===== config.mk =====
export PLATFORM = sky130hd
export DESIGN_NAME = uart_rx_fifo
export DESIGN_NICKNAME = d
export VERILOG_FILES = /design/src/rtl/uart_rx_fifo.sv
export SDC_FILE = /design/constraint.sdc
export NUM_CORES = 1
export LEC_CHECK = 0
export BUFFER_PORTS_ARGS = -buffer_cell sky130_fd_sc_hd__buf_4
export CORE_MARGIN = 3
export CORE_UTILIZATION = 55
export CTS_BUF_LIST = sky130_fd_sc_hd__clkbuf_8
export CTS_CLUSTER_SIZE = 30
export DETAILED_ROUTE_END_ITERATION = 10
export PLACE_DENSITY = 0.74
export SYNTH_ARGS = -nofsm -noshare
export SYNTH_HDL_FRONTEND = slang
export SYNTH_SLANG_ARGS = --single-unit
export TNS_END_PERCENT = 20

===== constraint.sdc =====
create_clock -name clk -period 4.3 [get_ports clk]
set_clock_uncertainty 0.15 [all_clocks]
set_input_delay 0 -clock clk [delete_from_list [all_inputs] [get_ports clk]]
set_output_delay 0 -clock clk [all_outputs]
set_load 0.01 [all_outputs]

===== src/rtl/uart_rx_fifo.sv =====
// Receive buffer behind the UART receiver: edge-detected capture into a
// first-word-fall-through FIFO, with hysteretic rts_n and a sticky overrun flag.
module uart_rx_fifo #(
    parameter int DEPTH    = 16,
    parameter int RTS_HIGH = DEPTH - 2,
    parameter int RTS_LOW  = DEPTH / 2
) (
    input  logic                     clk,
    input  logic                     reset_n,
    input  logic [7:0]               rx_data,
    input  logic                     rx_parity_err,
    input  logic                     rx_done,
    output logic                     host_read_data,
    input  logic                     rd_en,
    output logic [7:0]               rd_data,
    output logic                     rd_parity_err,
    output logic                     empty,
    output logic                     full,
    output logic [$clog2(DEPTH):0]   count,
    output logic                     overrun,
    input  logic                     overrun_clr,
    input  logic                     flush,
    output logic                     rts_n
);

    localparam int AW = $clog2(DEPTH);
    localparam int CW = AW + 1;
    localparam logic [CW-1:0] DEPTH_C    = CW'(DEPTH);
    localparam logic [CW-1:0] RTS_HIGH_C = CW'(RTS_HIGH);
    localparam logic [CW-1:0] RTS_LOW_C  = CW'(RTS_LOW);

    logic [8:0]    mem [DEPTH];
    logic [8:0]    head;
    logic          rx_done_q, rx_done_d;
    logic          ack_q, ack_d;
    logic [AW-1:0] wr_ptr_q, wr_ptr_d;
    logic [AW-1:0] rd_ptr_q, rd_ptr_d;
    logic [CW-1:0] count_q, count_d;
    logic          overrun_q, overrun_d;
    logic          rts_q, rts_d;
    logic          push_evt, push_ok, pop, mem_we;
    logic          empty_w, full_w;

    // Handshakes: a rising edge of rx_done is one character, acknowledged by a
    // single-cycle host_read_data pulse; rd_en pops only while the FIFO is non-empty.
    assign empty_w  = (count_q == '0);
    assign full_w   = (count_q == DEPTH_C);
    assign push_evt = rx_done & ~rx_done_q;
    assign pop      = rd_en & ~empty_w;

    always_comb begin
        rx_done_d = rx_done;
        ack_d     = push_evt;
        wr_ptr_d  = wr_ptr_q;
        rd_ptr_d  = rd_ptr_q;
        count_d   = count_q;
        overrun_d = overrun_q;
        push_ok   = 1'b0;
        mem_we    = 1'b0;

        if (flush) begin
            wr_ptr_d  = '0;
            rd_ptr_d  = '0;
            count_d   = '0;
            overrun_d = 1'b0;
        end else begin
            if (overrun_clr)
                overrun_d = 1'b0;
            // A pop in the same cycle frees the slot this push would need.
            if (push_evt) begin
                if (!full_w || pop) begin
                    push_ok  = 1'b1;
                    mem_we   = 1'b1;
                    wr_ptr_d = wr_ptr_q + AW'(1);
                end else begin
                    overrun_d = 1'b1;
                end
            end
            if (pop)
                rd_ptr_d = rd_ptr_q + AW'(1);
            count_d = count_q + {{(CW-1){1'b0}}, push_ok} - {{(CW-1){1'b0}}, pop};
        end

        rts_d = rts_q;
        if (count_d >= RTS_HIGH_C)
            rts_d = 1'b1;
        else if (count_d <= RTS_LOW_C)
            rts_d = 1'b0;
    end

    always_ff @(posedge clk or negedge reset_n) begin
        if (!reset_n) begin
            rx_done_q <= 1'b0;
            ack_q     <= 1'b0;
            wr_ptr_q  <= '0;
            rd_ptr_q  <= '0;
            count_q   <= '0;
            overrun_q <= 1'b0;
            rts_q     <= 1'b0;
        end else begin
            rx_done_q <= rx_done_d;
            ack_q     <= ack_d;
            wr_ptr_q  <= wr_ptr_d;
            rd_ptr_q  <= rd_ptr_d;
            count_q   <= count_d;
            overrun_q <= overrun_d;
            rts_q     <= rts_d;
        end
    end

    // Storage is not reset; the empty mask hides stale contents.
    always_ff @(posedge clk) begin
        if (mem_we)
            mem[wr_ptr_q] <= {rx_parity_err, rx_data};
    end

    assign head           = mem[rd_ptr_q];
    assign rd_data        = empty_w ? 8'h00 : head[7:0];
    assign rd_parity_err  = empty_w ? 1'b0 : head[8];
    assign empty          = empty_w;
    assign full           = full_w;
    assign count          = count_q;
    assign overrun        = overrun_q;
    assign rts_n          = rts_q;
    assign host_read_data = ack_q;

endmodule


# Yosys cells after proc, flatten, opt, wreduce, memory -nomap -nowiden
# Memories as Yosys holds them, arrays and structs flattened.
# Cells that the tools add are included.
[op_classes]
n_addsub = 4
n_mul = 0
div = 0
order_cmp = 2
eq_ne = 1
shifts = 0
muxes = 20
bitwise = 4
n_reduce_logical = 8
[op_table]
columns = ["cell", "n"]
rows = [
  ["4-bit two-way mux", 5],
  ["1-bit two-way mux", 13],
  ["4-bit by 1-bit adder with 4-bit output (second input constant)", 2],
  ["8-bit two-way mux", 1],
  ["2-bit nonzero test", 4],
  ["5-bit by 1-bit adder with 5-bit output", 1],
  ["5-bit equality test (second input constant)", 1],
  ["5-bit by 4-bit >= comparator with 1-bit output (second input constant)", 1],
  ["5-bit by 4-bit <= comparator with 1-bit output (second input constant)", 1],
  ["5-bit zero test", 1],
  ["5-bit two-way mux", 1],
  ["5-bit by 1-bit subtractor with 5-bit output", 1],
  ["1-bit AND", 2],
  ["1-bit inverter", 2],
  ["2-bit AND reduction", 1],
  ["1-bit zero test", 1],
  ["1-bit logical OR", 1],
]
[word_totals]
ff_bits = 17
latch_bits = 0
mem_bits_rw = 144
rom_bits = 0
inputBits = 15
out_inout_bits = 19
mem_count = 1
[mem_list]
columns = ["memory", "depth", "width", "rd", "rd_clocked_by_memory_dff", "write_ports", "line", "source"]
rows = [
  ["mem", 16, 9, 1, 0, 1, "32", "logic [8:0] mem [DEPTH];"],
]

# Depth between registers and ports, before layout
[logic_depth]
depth_word = 13
mapped_depth = 13

# Worst setup path before layout
# Ideal clock, no wire load.
[synth_timing]
path_kind = "register to register"
startpoint = "reg count_q[3] (netlist: count[3])"
endpoint = "reg rts_q (netlist: rts_n)"
arrival_time_ps = 2864
path_slack_ps = 1199
path_stages_with_launch = 14
path_buffers = 0
synth_period_minus_slack_ps = 3101
cell_sequence = "dfrtp_1 inv_1 ha_1 or4b_1 and2_1 nand2b_1 o21ai_0 ha_1 inv_1 fa_1 nand2b_1 a21oi_1 or4b_2 o211ai_1"
[synth_via]
elab_chain_cells = 12
[synth_rtl]
columns = ["item", "line", "source"]
rows = [
  ["from (decl)", "38", "logic [CW-1:0] count_q, count_d;"],
  ["from (signal assigned)", "105", "count_q <= count_d;"],
  ["5-bit zero test", "46", "assign empty_w = (count_q == '0);"],
  ["1-bit inverter", "49", "assign pop = rd_en & ~empty_w;"],
  ["1-bit AND", "49", ""],
  ["1-bit logical OR", "71", "if (!full_w || pop) begin"],
  ["1-bit two-way mux", "71", ""],
  ["1-bit two-way mux", "70", "if (push_evt) begin"],
  ["1-bit two-way mux", "61", "if (flush) begin"],
  ["5-bit by 1-bit adder with 5-bit output", "81", "count_d = count_q + {{(CW-1){1'b0}}, push_ok} - {{(CW-1){1'b0}}, pop};"],
  ["5-bit by 1-bit subtractor with 5-bit output *", "81", ""],
  ["5-bit two-way mux *", "61", ""],
  ["5-bit by 4-bit >= comparator with 1-bit output or 5-bit by 4-bit <= comparator with 1-bit output (tied branches)", "85, 87", ""],
  ["1-bit two-way mux or 2-bit nonzero test (tied branches)", "-", ""],
  ["to (signal assigned)", "107", "rts_q <= rts_d;"],
  ["to (decl)", "40", "logic rts_q, rts_d;"],
]
# Mark *: on every way between the ends. The rest lies on a longest branch, timed or not. The select of a mux whose other input is x is not followed.
# A chain may end at the register's enable or synchronous reset.

# Worst setup path after layout
# Same ends and word-level chain as after synthesis.

==> summary.txt <==
Worst setup path
  • Critical Path Start Type: register
  • Worst EP required: 4.51 ns
  • Critical path buffers and inverters: 2
  • Largest stage delay, worst path: 0.87 ns
  • Critical path type: reg -> reg
  • Slowest CP cell: o21ai_1
  • CP delay by family, top: compound AO/OA/AOI/OAI gates
  • Endpoint type of the worst setup path: register
  • Arr. time, crit path: 3.79 ns
  • CP Max Fanout: 16
  • Crit path cell chain: inv_1, ha_1, nand4bb_1, o21ai_1, o21ai_0, ha_1, inv_1, fa_1, nand2b_1, a21oi_1, or4b_2, o211ai_1

Clock tree
  • Post-cts hold buffer count: 17
  • Clock transition at the registers of the reported paths: 0.08 ns
  • Worst skew pair latency: 0.44 ns
  • Post-cts sizing count: 0
  • TritonCTS Buffers: 17
  • Clock sink total: 161
  • # H-tree levels: 4
  • Setup bufs post-CTS: 0
  • Max Root-Sink Buffers: 2
  • TritonCTS clock tree: yes
  • Root buf cell: clkbuf_8

Global route
  • GRT Total Usage: 20.5%
  • GR Util met2: 31.5%
  • Most crowded layer after global routing: met2
  • Met1 Usage GRT: 29.1%
  • First-pass GRT wire length: 19800 um
  • Gr ovfl total: 0
  • Largest net degree at the start of global routing: 33
  • Met3 usage: 6.01%
  • Vias in the first global route: 3468
  • Initial antenna violation count: 0

Pwr
  • Leakage power: 2.65 nW
  • Internal: 0.00288 W
  • P_sw: 0.00104 W
  • Total Power: 0.00392 W
  • Logic pwr share: 24.3%
  • Sw frac: 26.6%
  • Sequential power share: 45.4%
  • Pwr dens: 508 nW/um^2
  • IR drop worst, VDD: 0.362 mV
  • Clock power share: 30.2%

Timing
  • Final hold viol count: 0
  • Part of the cycle the worst path needs: 83.4%
  • Max Slew Vio Count: 0
  • Worst slew pin tran: 1.14 ns
  • Final setup fails: 0
  • Fmax: 279 MHz
  • RSZ-0062 raised after global routing: no
  • Minimum clock period: 3.59 ns
  • Slew HR: 24.3%
  • Hold Slack: 0.0656 ns
  • Setup TNS: 0 ns

Job
  • Max cap viols: 0

Die
  • Rows: 39
  • Die area: 13500 um^2
  • Initial Util: 57.3%
  • Die X: 116 um
  • Io pins: 34
  • Core area: 11600 um^2
  • Die Y: 116 um

Synthesis
  • Mapped cell area: 6650 um^2
  • Post-synthesis sequential area ratio: 71.4%
  • Async SR Flop Fraction: 10.6%
  • Synth Net Count: 382
  • FF+latch count, synth: 161
  • Synth area leader: edfxtp_1
  • Synth area leaders: edfxtp_1 65%, mux4_2 6.8%, dfrtp_1 6.4%
  • Post-synth EDFFs: 144
  • Synth Instances: 356
  • Dominant synthesized flop cell: edfxtp_1
  • Synth top area share: 65.0%
  • Synthesized area per cell: 18.7 um^2
  • Yosys warns: 0
  • Synth cell types: 37

Placed design
  • Post-place instance area: 7120 um^2
  • Gpl congestion: 0.760
  • Hpwl dp: 7940 um
  • Port Buffers: 33

Final layout
  • Fin nets: 449
  • Register area: 4750 um^2
  • Area Overhead vs Synth: 16.1%
  • Design Area, Final: 7720 um^2
  • Layout cells sized above 1: 25.2%
  • FILL cells: 770
  • Multi-input gate area: 1780 um^2
  • Ant. Diodes: 0
  • Post-layout utilization of the core: 66.5%

Route
  • Final ANT Viol Nets: 0
  • DR vias: 3446
  • First-pass DRT Iterations: 4
  • Total Wirelength: 12600 um
  • Via-to-Cell Ratio: 5.95
  • WL/cell: 21.8 um
  • DR iter-0 viols: 395
  • Drc violations: 0

Run status
  • Status: completed

Worst hold path
  • Hold crit path type: in -> reg
cell usage after synthesis (2+ instances only):
| cell | instances |
|---|---|
| nand2b_1 | 8 |
| mux2i_1 | 10 |
| mux2_2 | 9 |
| dfrtp_1 | 17 |
| o21ai_1 | 9 |
| edfxtp_1 | 144 |
| nand2_1 | 10 |
| mux4_2 | 20 |
| nor3_1 | 12 |
| ha_1 | 10 |
| nand3_1 | 3 |
| buf_2 | 10 |
| mux4_1 | 16 |
| nor2b_1 | 4 |
| a21oi_1 | 16 |
| o21a_1 | 2 |
| xnor2_1 | 3 |
| inv_1 | 12 |
| xor2_1 | 3 |
| buf_6 | 2 |
| nor2_1 | 13 |
| o21ai_0 | 3 |
| clkbuf_1 | 5 |
| nor4_1 | 2 |
power groups by stage:
stage	clock network (W)	logic, W	registers [W]
after floorplan	0	0.000620	0.00182
after global placement	0	0.000919	0.00181
after detailed placement	0	0.000944	0.00182
after CTS	0.00121	0.000957	0.00178
after global routing	0.00127	0.00104	0.00179
final	0.00119	0.000955	0.00178
registers in the layout, summed over array words and instances, names as in the netlist:
name and count:
mem 144, count 5, rd_ptr_q 4, wr_ptr_q 4, host_read_data 1, overrun 1, rts_n 1, rx_done_q 1
worst paths after layout:
kind	start	end	slack (ns)	cells past startpoint
max	count[3]	rts_n	0.71	12
min	rx_done	rx_done_q	0.07	2
max reg2reg	count[3]	rts_n	0.71	12
min reg2reg	rx_done_q	host_read_data	0.31	1
max in group asynchronous	reset_n	count[2]	2.96	3
min in group asynchronous	reset_n	rd_ptr_q[0]	0.56	3
layer usage:
metal	up-vias	wire, um
li1	1550	-
met1	1758	5410
met2	130	6260
met3	8	860
met4	0	117
met5	-	0
stage by stage:
step | instances | setup slack (ns)
2_1_floorplan | 356 | 1.20
3_3_place_gp | 530 | 0.852
3_5_place_dp | 530 | 0.752
4_1_cts | 579 | 0.697
5_1_grt | 579 | 0.360
6_report | 579 | 0.714
cell type report:
type	instances	area share, %
clock buffers	17	3.03
clock inverters	15	2.56
inverters	12	0.583
multi-input cells	165	23.1
flip-flops and latches	161	61.5
well taps	143	2.32
repair buffers	66	6.97
worst reg2reg max path: cells and delay by family (launching register included):
family	cells	cell delay [ns]
compound gates	4	1.24
simple gates	3	0.94
buf+inv	2	0.16
fa+ha+maj	3	0.60
flops	1	0.41
kinds of logic after synthesis:
kind of cell,after synthesis,share of synthesized area [%]
flip-flops,161,71.4
AO/OA/AOI/OAI,35,2.92
buffers and inverters,30,2.11
adder cells (fa/ha/maj),11,2.18
XOR/XNOR,6,0.790
multiplexers,55,16.1
AND/OR/NAND/NOR,58,4.50
cells in the final DEF, fill, tap and decap left out, types with 10 or more instances in the layout:
| master | n |
|---|---|
| dlygate4sd3_1 | 17 |
| ha_1 | 10 |
| dfrtp_1 | 17 |
| inv_1 | 13 |
| mux4_2 | 20 |
| nand2_1 | 10 |
| a21oi_1 | 16 |
| edfxtp_1 | 144 |
| nor2_1 | 13 |
| clkbuf_8 | 17 |
| buf_4 | 49 |
| mux2i_1 | 10 |
| nor3_1 | 11 |
| mux4_1 | 16 |
(Power assumes the default switching activity.)
